File: config.mk
export PLATFORM = sky130hd
export DESIGN_NAME = tmf_tap_sequencer_flat
export DESIGN_NICKNAME = d
export VERILOG_FILES = /design/src/rtl/tmf_pkg.sv /design/src/rtl/tmf_tap_sequencer_if.sv /design/src/rtl/tmf_mac.sv /design/src/rtl/tmf_tap_sequencer.sv /design/src/flat_wrapper.sv
export SDC_FILE = /design/constraint.sdc
export NUM_CORES = 1
export LEC_CHECK = 0
export CORE_AREA = 8 8 83 121
export DETAILED_ROUTE_END_ITERATION = 16
export DIE_AREA = 0 0 91 129
export GPL_TIMING_DRIVEN = 0
export PLACE_DENSITY = 0.82
export SYNTH_ARGS = -nofsm -noshare
export SYNTH_HDL_FRONTEND = slang
export SYNTH_HIERARCHICAL = 1
export SYNTH_SLANG_ARGS = --single-unit
File: constraint.sdc
create_clock -name clk -period 8.6 [get_ports clk]
set_input_delay 2.15 -clock clk [delete_from_list [all_inputs] [get_ports clk]]
set_output_delay 2.15 -clock clk [all_outputs]
set_load 0.005 [all_outputs]
File: src/rtl/tmf_pkg.sv
// tmf_pkg: shared FSM state type and sizing helpers for the time-multiplexed FIR controller.
package tmf_pkg;

  typedef enum logic [1:0] {
    IDLE = 2'd0,
    RUN  = 2'd1,
    DONE = 2'd2
  } tmf_state_e;

  // The accumulator needs headroom for N full-width products.
  function automatic int acc_width(input int n, input int w);
    return 2 * w + $clog2(n);
  endfunction

  function automatic logic [63:0] round_const(input int wfo);
    return 64'd1 << (wfo - 1);
  endfunction

endpackage

File: src/rtl/tmf_tap_sequencer_if.sv
// tmf_tap_sequencer_if: sample handshake, coefficient MUX select and output handshake of the FIR controller.
interface tmf_tap_sequencer_if #(
  parameter int N   = 3,
  parameter int WIO = 2,
  parameter int WFO = 6
);
  localparam int W = WIO + WFO;

  logic                in_valid;
  logic                in_ready;
  logic signed [W-1:0] in_data;
  logic [N-1:0]        one_hot;
  logic signed [W-1:0] coeff_in;
  logic                out_valid;
  logic                out_ready;
  logic signed [W-1:0] out_data;
  logic                busy;

  modport master (
    output in_valid, in_data, coeff_in, out_ready,
    input  in_ready, one_hot, out_valid, out_data, busy
  );

  modport slave (
    input  in_valid, in_data, coeff_in, out_ready,
    output in_ready, one_hot, out_valid, out_data, busy
  );

endinterface

File: src/rtl/tmf_mac.sv
// tmf_mac: signed multiply-accumulate with round-half-up output stage.
// Output overflow wraps by default; define TMF_SAT_EN to saturate and raise a sticky flag.
module tmf_mac
  import tmf_pkg::*;
#(
  parameter int N   = 3,
  parameter int WIO = 2,
  parameter int WFO = 6
) (
  input  logic                      clk,
  input  logic                      reset,
  input  logic                      i_clr,
  input  logic                      i_en,
  input  logic                      i_last,
  input  logic signed [WIO+WFO-1:0] i_sample,
  input  logic signed [WIO+WFO-1:0] i_coeff,
  output logic signed [WIO+WFO-1:0] o_result
`ifdef TMF_SAT_EN
  ,
  output logic                      o_satFlag
`endif
);
  localparam int W     = WIO + WFO;
  localparam int ACC_W = acc_width(N, W);
  localparam logic signed [ACC_W-1:0] RND = ACC_W'(round_const(WFO));

  logic signed [2*W-1:0]   w_product;
  logic signed [ACC_W-1:0] r_acc;
  logic signed [ACC_W-1:0] w_sum;
  logic signed [ACC_W-1:0] w_biased;
  logic signed [W-1:0]     w_result;
  logic signed [W-1:0]     r_result;

  assign w_product = (2*W)'(i_sample) * (2*W)'(i_coeff);
  assign w_sum     = r_acc + ACC_W'(w_product);
  assign w_biased  = w_sum + RND;

`ifdef TMF_SAT_EN
  localparam logic signed [ACC_W-1:0] SAT_MAX = {{(ACC_W-W+1){1'b0}}, {(W-1){1'b1}}};
  localparam logic signed [ACC_W-1:0] SAT_MIN = ~SAT_MAX;

  logic signed [ACC_W-1:0] w_shifted;
  logic                    w_ovf;
  logic                    r_satFlag;

  assign w_shifted = w_biased >>> WFO;
  assign w_ovf     = (w_shifted > SAT_MAX) || (w_shifted < SAT_MIN);
  assign w_result  = !w_ovf ? w_shifted[W-1:0] :
                     (w_shifted[ACC_W-1] ? SAT_MIN[W-1:0] : SAT_MAX[W-1:0]);
  assign o_satFlag = r_satFlag;

  always_ff @(posedge clk) begin
    if (reset) begin
      r_satFlag <= 1'b0;
    end else if (i_en && i_last && w_ovf) begin
      r_satFlag <= 1'b1;
    end
  end
`else
  assign w_result = W'(w_biased >>> WFO);
`endif

  always_ff @(posedge clk) begin
    if (reset) begin
      r_acc    <= '0;
      r_result <= '0;
    end else if (i_clr) begin
      r_acc <= '0;
    end else if (i_en) begin
      r_acc <= w_sum;
      if (i_last) begin
        r_result <= w_result;
      end
    end
  end

  assign o_result = r_result;

endmodule

File: src/rtl/tmf_tap_sequencer.sv
// tmf_tap_sequencer: FSM, delay line and handshakes of a time-multiplexed FIR, one tap per clock.
// Define TMF_SAT_EN for a saturating output and the sticky sat_flag port.
module tmf_tap_sequencer
  import tmf_pkg::*;
#(
  parameter int N   = 3,
  parameter int WIO = 2,
  parameter int WFO = 6
) (
  input  logic               clk,
  input  logic               reset,
  tmf_tap_sequencer_if.slave bus
`ifdef TMF_SAT_EN
  ,
  output logic               sat_flag
`endif
);
  localparam int W     = WIO + WFO;
  localparam int TAP_W = $clog2(N);

  tmf_state_e          r_state;
  tmf_state_e          w_nextState;
  logic [TAP_W-1:0]    r_tap;
  logic signed [W-1:0] r_delay [N];
  logic                w_accept;
  logic                w_lastTap;
  logic                w_clr;
  logic                w_en;
  logic signed [W-1:0] w_macResult;

  assign w_accept  = (r_state == IDLE) && bus.in_valid;
  assign w_lastTap = (r_tap == TAP_W'(N - 1));

  always_comb begin
    w_nextState   = r_state;
    w_clr         = 1'b0;
    w_en          = 1'b0;
    bus.one_hot   = '0;
    bus.in_ready  = 1'b0;
    bus.busy      = 1'b0;
    bus.out_valid = 1'b0;
    case (r_state)
      IDLE: begin
        bus.in_ready = 1'b1;
        if (bus.in_valid) begin
          w_clr       = 1'b1;
          w_nextState = RUN;
        end
      end
      RUN: begin
        bus.one_hot = {{(N-1){1'b0}}, 1'b1} << r_tap;
        bus.busy    = 1'b1;
        w_en        = 1'b1;
        if (w_lastTap) begin
          w_nextState = DONE;
        end
      end
      DONE: begin
        bus.busy      = 1'b1;
        bus.out_valid = 1'b1;
        if (bus.out_ready) begin
          w_nextState = IDLE;
        end
      end
      default: w_nextState = IDLE;
    endcase
  end

  // Reset also flushes the delay line so an aborted sample leaves no history behind.
  always_ff @(posedge clk) begin
    if (reset) begin
      r_state <= IDLE;
      r_tap   <= '0;
      for (int i = 0; i < N; i++) begin
        r_delay[i] <= '0;
      end
    end else begin
      r_state <= w_nextState;
      if (w_accept) begin
        r_delay[0] <= bus.in_data;
        for (int i = 1; i < N; i++) begin
          r_delay[i] <= r_delay[i-1];
        end
        r_tap <= '0;
      end else if (w_en) begin
        r_tap <= w_lastTap ? '0 : r_tap + 1'b1;
      end
    end
  end

  tmf_mac #(
    .N   (N),
    .WIO (WIO),
    .WFO (WFO)
  ) u_mac (
    .clk       (clk),
    .reset     (reset),
    .i_clr     (w_clr),
    .i_en      (w_en),
    .i_last    (w_lastTap),
    .i_sample  (r_delay[r_tap]),
    .i_coeff   (bus.coeff_in),
    .o_result  (w_macResult)
`ifdef TMF_SAT_EN
    ,
    .o_satFlag (sat_flag)
`endif
  );

  assign bus.out_data = w_macResult;

endmodule

File: src/flat_wrapper.sv
// flat-port wrapper written by rule: the top's interface ports become plain ports
module tmf_tap_sequencer_flat import tmf_pkg::*;
#(
  parameter int N   = 3,
  parameter int WIO = 2,
  parameter int WFO = 6
)
  (clk, reset, bus_in_valid, bus_in_data, bus_coeff_in, bus_out_ready, bus_in_ready, bus_one_hot, bus_out_valid, bus_out_data, bus_busy);
  tmf_tap_sequencer_if #(.N(N), .WIO(WIO), .WFO(WFO)) bus_i ();
  input  logic clk;
  input  logic reset;
  input wire logic [$bits(bus_i.in_valid)-1:0] bus_in_valid;
  input wire logic [$bits(bus_i.in_data)-1:0] bus_in_data;
  input wire logic [$bits(bus_i.coeff_in)-1:0] bus_coeff_in;
  input wire logic [$bits(bus_i.out_ready)-1:0] bus_out_ready;
  output wire logic [$bits(bus_i.in_ready)-1:0] bus_in_ready;
  output wire logic [$bits(bus_i.one_hot)-1:0] bus_one_hot;
  output wire logic [$bits(bus_i.out_valid)-1:0] bus_out_valid;
  output wire logic [$bits(bus_i.out_data)-1:0] bus_out_data;
  output wire logic [$bits(bus_i.busy)-1:0] bus_busy;
  assign bus_i.in_valid = bus_in_valid;
  assign bus_i.in_data = bus_in_data;
  assign bus_i.coeff_in = bus_coeff_in;
  assign bus_i.out_ready = bus_out_ready;
  assign bus_in_ready = bus_i.in_ready;
  assign bus_one_hot = bus_i.one_hot;
  assign bus_out_valid = bus_i.out_valid;
  assign bus_out_data = bus_i.out_data;
  assign bus_busy = bus_i.busy;
  tmf_tap_sequencer #(.N(N), .WIO(WIO), .WFO(WFO)) u_core (.clk(clk), .reset(reset), .bus(bus_i));
endmodule
; ---- After elaboration in Yosys (flattened, before gate mapping)
; Memory sizes are Yosys's and may differ from the RTL's. A register that Yosys moved wholly into a read port is not among the register bits.
; Cells that the tools add are included.
[classes]
n_addsub = 3
n_mul = 1
eq_ne = 6
shifts = 1
n_mux = 22
bitwise_logic = 4
reduce_logical = 7
[ops]
columns = cell, n
row1 = $mux 8, 3
row2 = $add 18x16->18, 1
row3 = $mul 8x8->16, 1
row4 = $add 14x7->14 const B, 1
row5 = $mux 2, 6
row6 = $mux 1, 11
row7 = $pmux 2 s3, 1
row8 = $reduce_and 3->1, 2
row9 = $reduce_or 2->1, 3
row10 = $eq 2x2->1 const B, 2
row11 = $ne 2x2->1 const B, 2
row12 = $mux 3, 1
row13 = $or 1x1->1, 3
row14 = $shl 1x2->3 const A, 1
row15 = $add 2x1->2 const B, 1
row16 = $eq 2x1->1 const B, 1
row17 = $logic_not 2->1, 1
row18 = $ne 2x1->1 const B, 1
row19 = $logic_and 1x1->1, 1
row20 = $not 1->1, 1
[totals]
reg_bits = 30
mem_bits_rw = 24
out_inout_bits = 14
memories = 1
[mem_list]
columns = name, depth, width, rd, rd_clocked_by_memory_dff, wr, line
row1 = u_core.r_delay, 3, 8, 3, 1, 3, tmf_tap_sequencer.sv:24  ; logic signed [W-1:0] r_delay [N];

; ---- Logic depth before layout (Yosys ltp)
[logic_depth]
ltp_word = 6
depth_mapped = 21
depth_no_buf = 20

; ---- Cells and area by module
; The synthesis kept the hierarchy.
[by_module_without_submodules]
columns = module, instances, cells_per_inst, area_each_um2, seq_area_each_um2
row1 = tmf_mac, 1, 358, 3454.6, 440.4
row2 = tmf_tap_sequencer, 1, 109, 1430.1, 840.8

; ---- Worst setup path before layout
; Ideal clock, no wire load.
[synth_timing]
kind = input port to flip-flop
start = input port bus_coeff_in[5]
end = register u_core.u_mac.r_result[6] (netlist: u_core/u_mac/o_result[6])
setup_ns = 0.086
arrival_time_ns = 6.805
required_ns = 8.514
slack_ns = 1.709
cell_stages = 16
cell_sequence = clkbuf_1 > nand2_1 > fa_1 > fa_1 > inv_1 > fa_1 > fa_1 > fa_1 > ha_1 > nand2_1 > o21a_1 > o311ai_2 > o21ai_1 > or3b_1 > xnor2_1 > a211oi_1
[synth_between]
elab_chain_len = 3
[synth_lines]
columns = item, line
row1 = "start, declared", flat_wrapper.sv:14  ; input wire logic [$bits(bus_i.coeff_in)-1:0] bus_coeff_in;
row2 = $mul 8x8->16, tmf_mac.sv:34  ; assign w_product = (2*W)'(i_sample) * (2*W)'(i_coeff);
row3 = $add 18x16->18, tmf_mac.sv:35  ; assign w_sum = r_acc + ACC_W'(w_product);
row4 = $add 14x7->14, tmf_mac.sv:36  ; assign w_biased = w_sum + RND;
row5 = "end signal, assigned", tmf_mac.sv:72  ; r_result <= w_result;
row6 = "end, declared", tmf_mac.sv:32  ; logic signed [W-1:0] r_result;
; No other way between the ends.
; A chain may end at the register's enable or synchronous reset.

; ---- Final worst setup path
[layout_timing]
start = input port bus_coeff_in[0]
end = register u_core.u_mac.r_result[6] (netlist: u_core/u_mac/o_result[6])
; The elaborated chain is that of the path after synthesis.

==> results.toml <==
[drt]
routed_wl_um = 9810
dr.first_iter.drc_count = 155
dr.pass1.iters = 5
avgRoutedWirePerCell_um = 16.0
num_vias = 3307
ant_nets = 0
route.detailed.drc = 0
routed_via_density = 5.39

[clocking]
ctsHtreeMaxLevel = 2
clock_latency_ps = 300
numCtsBuffers = 5
clockRootBuffer = "clkbuf_16"
cts_tree = "yes"
clkTransAtPathRegs_ps = 70
cts_resized = 0
hold_buffers = 0
cts_setup_buffers = 0
cts.sinks = 52
cts.path.max_buffers = 2

[finish]
n_antenna_cell = 0
nets = 623
synthToLayoutAreaGrowth_pct = 12.4
layout-drive-gt1-share = 0.0907

[timing]
clock_skew_ps = 7.64
grt_setup_unrepaired = "false"
min_period_ps = 7750
slew_headroom = 0.175
report.final.slew_viol_count = 0
final.setup.tns_ps = 0
worstMarginPinSlew_ps = 1220
setup_viol = 0
max_clock_freq_mhz = 129
report.final.hold_viol_count = 0
final.period_utilization = 0.901

[logic_synthesis]
syn_inst = 467
synth_cell_types = 52
synth_area_leaders = "fa_1 25%, edfxtp_1 15%, dfxtp_1 11%"
ys_ff_latch = 52
synth_top_area_cell = "fa_1"
yosys_most_used_dff = "dfxtp_1"
yosysMostFrequentCell = "inv_1"
synthArstFlopShare = 0
seq_area_frac_synth = 0.262
synth_top_area_share = 0.246
synthTopCellsByCount = "62 x inv_1, 60 x fa_1, 38 x and2_1"
synth_edf_count = 24
synth_nets = 584
synth.avg_cell_area_um2 = 10.5
yosys_warnings = 6
syn_area_um2 = 4880

[setup_path]
worstSetupPathType = "in2reg"
cp_common_cell = "fa_1"
r2r_cells = 18
r2r_slack_ps = 2040
worstPathArrival_ps = 7970
cp-start-kind = "primary input"
path_delay_family = "adder cells"
crit_fanout = 8
end_kind = "flip-flop"
required_ps = 8820
cpPeakStageDelay_ps = 650
crit_path_top_delay_cell = "clkdlybuf4s50_1"
worst-path-buf-inv = 3
r2r_end = "u_core/u_mac/o_result[6]"
path_cells = "clkdlybuf4s50_1 -> and2_1 -> inv_1 -> fa_1 -> inv_1 -> fa_1 -> fa_1 -> fa_1 -> fa_1 -> ha_1 -> nand2_1 -> o21a_1 -> o311ai_2 -> o21ai_1 -> or3b_1 -> xnor2_1 -> a211oi_1"

[placed_design]
globalplace.congestion = 0.835
numPortBuffers = 32
post-dp-hpwl_um = 8010

[floorplan]
core_area_um2 = 8310
num_rows = 41
dieWidth_um = 91
dieArea_um2 = 11700
die_h_um = 129
ios = 34
start_util = 0.588

[grt]
grt_pass1_vias = 3741
use_met1 = 0.182
grt_first_pass_wirelength_um = 17100
grtUsageMet2 = 0.359
antenna_found_initial = 0
grt_max_degree = 27
grt_use_total = 0.182
use_met3 = 0.0239
grt-ovfl-total = 0
busiest_layer = "met2"

[min_path]
holdCritStartpoint = "u_core/u_mac/o_result[5]"
min_to = "u_core/u_mac/o_result[5]"
hold_depth = 2
hold_path.class = "reg2reg"

[status]
outcome = "finished clean"

[job]
max-cap-violations = 0
[stage by stage]
| stage | hold WS (ps) | setup WS [ps] | std cells | utilization | instance area [um2] |
|---|---|---|---|---|---|
| floorplan | 460 | 1710 | 467 | - | 4880 |
| global placement | 461 | 672 | 606 | 0.642 | 5340 |
| detailed placement | 467 | 565 | 606 | 0.642 | 5340 |
| CTS | 479 | 842 | 614 | 0.661 | 5490 |
| global route | 504 | 489 | 614 | 0.661 | 5490 |
| finish | 479 | 848 | 614 | 0.661 | 5490 |
[routing by layer]
layer	part of all wire	vias to the layer above
met4	0.028	0
met2	0.58	52
li1	-	1575
met5	0	-
met3	0.022	21
met1	0.37	1659
[worst max-delay path by stage]
stage,startpoint,to,cells past startpoint
detailed placement,bus_coeff_in[0],u_core/u_mac/o_result[6],17
global route,bus_coeff_in[0],u_core/u_mac/o_result[6],17
CTS,bus_coeff_in[0],u_core/u_mac/o_result[6],17
finish,bus_coeff_in[0],u_core/u_mac/o_result[6],17
global placement,bus_coeff_in[0],u_core/u_mac/o_result[6],17
floorplan,bus_coeff_in[5],u_core/u_mac/o_result[6],16
[worst min-delay path: stages, from the launching register on]
cell and delay, ps:
dfxtp_1 310, nand2b_1 70, a21oi_1 50
[cell type report]
| cell class | count | area, um2 |
|---|---|---|
| flip-flops and latches | 52 | 1280 |
| clock inverters | 3 | 26.3 |
| repair buffers | 32 | 320 |
| inverters | 62 | 233 |
| well taps | 107 | 134 |
| clock buffers | 5 | 125 |
| fillers | 683 | 2820 |
| multi-input cells | 341 | 3310 |
| plain buffers | 12 | 65.1 |
[registers in the layout, summed over array words and instances (netlist names), named ones only]
name                   flops
u_core/r_state             2
u_core/u_mac/r_acc        14
u_core/r_delay            24
u_core/r_tap               2
u_core/u_mac/o_result      8
[cell families (layout without fill, tap and decap cells)]
| group | after synthesis | in the layout | synth area share |
|---|---|---|---|
| and+or+nand+nor | 154 | 154 | 0.183 |
| adders and majority gates | 97 | 97 | 0.341 |
| buffers and inverters | 74 | 114 | 0.0610 |
| DFF | 52 | 52 | 0.262 |
| AOI/OAI and AO/OA | 44 | 44 | 0.0620 |
| xor gates and xnor gates | 23 | 23 | 0.0441 |
| muxes | 23 | 23 | 0.0471 |
[cell usage in the layout, fill, tap and decap left out, drive strengths merged, types with 2 or more instances in the layout]
| cell | synthesis | routed |
|---|---|---|
| inv | 62 | 64 |
| fa | 60 | 60 |
| and2 | 59 | 59 |
| ha | 37 | 37 |
| nand2 | 35 | 35 |
| clkdlybuf4s50 | 0 | 32 |
| dfxtp | 28 | 28 |
| nor2 | 26 | 26 |
| edfxtp | 24 | 24 |
| mux2i | 23 | 23 |
| xnor2 | 16 | 16 |
| o21ai | 13 | 13 |
| clkbuf | 7 | 12 |
| a21oi | 10 | 10 |
| a211oi | 8 | 8 |
| xor2 | 6 | 6 |
| or2b | 5 | 5 |
| buf | 5 | 5 |
| nand2b | 4 | 4 |
| a21o | 4 | 4 |
| and3 | 4 | 4 |
| nor2b | 4 | 4 |
| or2 | 3 | 3 |
| nor3b | 3 | 3 |
| nor3 | 2 | 2 |
| and3b | 2 | 2 |
| nand3 | 2 | 2 |
Power is left out: the tool's default activity adds up to more than one toggle a clock period on the data nets, which glitch-free logic cannot reach.
==> edit (config.mk and constraints unchanged) <==
`WIO` is set to 2 in 4 places; all go to 1.
--- a/src/rtl/tmf_tap_sequencer_if.sv
+++ b/src/rtl/tmf_tap_sequencer_if.sv
@@ -2,5 +2,5 @@
 interface tmf_tap_sequencer_if #(
   parameter int N   = 3,
-  parameter int WIO = 2,
+  parameter int WIO = 1,
   parameter int WFO = 6
 );
--- a/src/rtl/tmf_mac.sv
+++ b/src/rtl/tmf_mac.sv
@@ -5,5 +5,5 @@
 #(
   parameter int N   = 3,
-  parameter int WIO = 2,
+  parameter int WIO = 1,
   parameter int WFO = 6
 ) (
--- a/src/rtl/tmf_tap_sequencer.sv
+++ b/src/rtl/tmf_tap_sequencer.sv
@@ -5,5 +5,5 @@
 #(
   parameter int N   = 3,
-  parameter int WIO = 2,
+  parameter int WIO = 1,
   parameter int WFO = 6
 ) (
--- a/src/flat_wrapper.sv
+++ b/src/flat_wrapper.sv
@@ -3,5 +3,5 @@
 #(
   parameter int N   = 3,
-  parameter int WIO = 2,
+  parameter int WIO = 1,
   parameter int WFO = 6
 )
Interface: changed (resized bus_coeff_in, bus_in_data and bus_out_data); port bits go from 34 to 31. No check against the original RTL was run, so the function may have changed too.
==> edit against the unedited design <==
Design area down 8.6%. Sequential cell count fell by 5. Synthesized cell count down 3.6%. Worst setup slack better by 760 ps. Register-to-register slack better by 740 ps. Wire length fell by 12%. Area after synthesis down 9.5%. Cell count fell by 3.1%. Critical path type unchanged.
Power is not shown: default switching activity piles up to over one toggle a cycle in this logic, so the estimate is an artifact.
==> edit: results (changes against the unedited design) <==
| Metric | Value |
|---|---|
| DR WL/cell | `14.4 um (-9.7%)` |
| Pre-antenna DRT Iters | `4 (-1)` |
| Num CTS Buffers | `5 (unchanged)` |
| Fin nets | `587 (-5.8%)` |
| Post-synthesis mux area share | `0.0526 (+0.00550)` |
| Worst Max-Slew Pin Slew | `858 ps (-366 ps)` |
| Clock buffer depth | `2 (unchanged)` |
| Cell count of the worst reg-to-reg path | `19 (+1)` |
| Share of layout cells above drive strength 1 | `0.0574 (-0.0334)` |
| Clk cell area share | `0.0327 (+0.00508)` |
| Post-Synth Adder-Cell Area | `0.312 (-0.0288)` |
| Most instantiated cells after synthesis | `82 x inv_1, 51 x and2_1, 47 x fa_1` |
| Largest net degree at the start of global routing | `24 (-11%)` |
| Non-Clock Buffer Area Fraction | `0.0730 (+0.00284)` |
| CP max stage delay | `670 ps (+20 ps)` |
| Post-synthesis register bit count | `47 (-9.6%)` |
| Fillers | `714 (+4.5%)` |
| GPL Wtd Cong | `0.935 (+12%)` |
| Seq area share | `0.229 (-0.00405)` |
| Register area share after synthesis | `0.260 (-0.00197)` |
| Fraction of area in multi-input gates | `0.576 (-0.0258)` |
| Clock buffers | `7 (+2)` |
| Max FFs per register | `21 (-13%)` |
| Post-synth EDFFs | `21 (-13%)` |
| Synth Area in Compound Gates | `0.0676 (+0.00564)` |
| Top post-synthesis cells by area | `fa_1 21%, edfxtp_1 14%, dfxtp_1 12%, ha_1 9.9%, and2_1 7.2%` |
| Post-DP HPWL | `6990 um (-13%)` |
| Inverters | `83 (+34%)` |
| Worst Setup Slack post-DPL | `1320 ps (+753 ps)` |
| Post-synth net total | `550 (-5.8%)` |
| Drt initial violations | `124 (-20%)` |
| Netlist cell types | `50 (-3.8%)` |
| IO buf count | `30 (-6.3%)` |
| Vias in the first global route | `3376 (-9.8%)` |
| Multi-input gates | `309 (-9.4%)` |
| Vias per cell | `5.12 (-5.0%)` |
| Nonclk buf count | `41 (-6.8%)` |
| Skew final | `5.88 ps (-1.76 ps)` |
| FF-to-FF setup slack | `2780 ps (+740 ps)` |
| Post-layout min period | `6990 ps (-763 ps)` |
| Global Route Usage Sum | `0.161 (-0.0213)` |
| Post-CTS resize count | `0 (unchanged)` |
| Initial antenna violation count | `0 (unchanged)` |
| Status | `complete, no violations` |
| Synth Area in XOR/XNOR | `0.0436 (-0.000481)` |
| First-pass GRT wire length | `15300 um (-11%)` |
| CP Launch Point | `bus_coeff_in[6]` |
[edit: worst min-delay path by stage]
stage / from / endpoint / slack [ps] / cells after the start
floorplan: u_core/u_mac/r_acc[2] / u_core/u_mac/r_acc[2] / 460 / 2
global placement: u_core/u_mac/o_result[6] / u_core/u_mac/o_result[6] / 470 / 2
detailed placement: u_core/u_mac/o_result[6] / u_core/u_mac/o_result[6] / 470 / 2
CTS: u_core/u_mac/o_result[6] / u_core/u_mac/o_result[6] / 480 / 2
global route: u_core/u_mac/o_result[1] / u_core/u_mac/o_result[1] / 520 / 2
finish: u_core/u_mac/o_result[6] / u_core/u_mac/o_result[6] / 480 / 2
[edit: stage by stage]
step / cell area, um2 / std cells
4_1_cts: 5020 / 595
3_3_place_gp: 4860 / 587
2_1_floorplan: 4420 / 450
5_1_grt: 5020 / 595
3_5_place_dp: 4860 / 587
6_report: 5020 / 595
[edit: worst max-delay path, delay by kind of cell]
family | cells | cell delay [ps]
multiplexers | 1 | 390
adder cells (fa/ha/maj) | 5 | 2500
XOR/XNOR | 1 | 300
buffers and inverters | 4 | 830
AO/OA/AOI/OAI | 4 | 690
AND/OR/NAND/NOR | 2 | 340
[edit: cells by family after synthesis]
logic type,count (synthesis)
AO/OA/AOI/OAI,42
XOR/XNOR,22
adder cells (fa/ha/maj),82
buffers and inverters,94
flip-flops,47
multiplexers,23
AND/OR/NAND/NOR,140
[edit: per-layer routing]
metal,vias to the layer above,GRT usage,part of all wire,routed length (um)
met1,1481,0.166,0.40,3400
met4,0,0.0784,0.032,277
met3,20,0.0245,0.026,223
met5,-,0,0,0
li1,1497,-,-,-
met2,48,0.307,0.55,4680
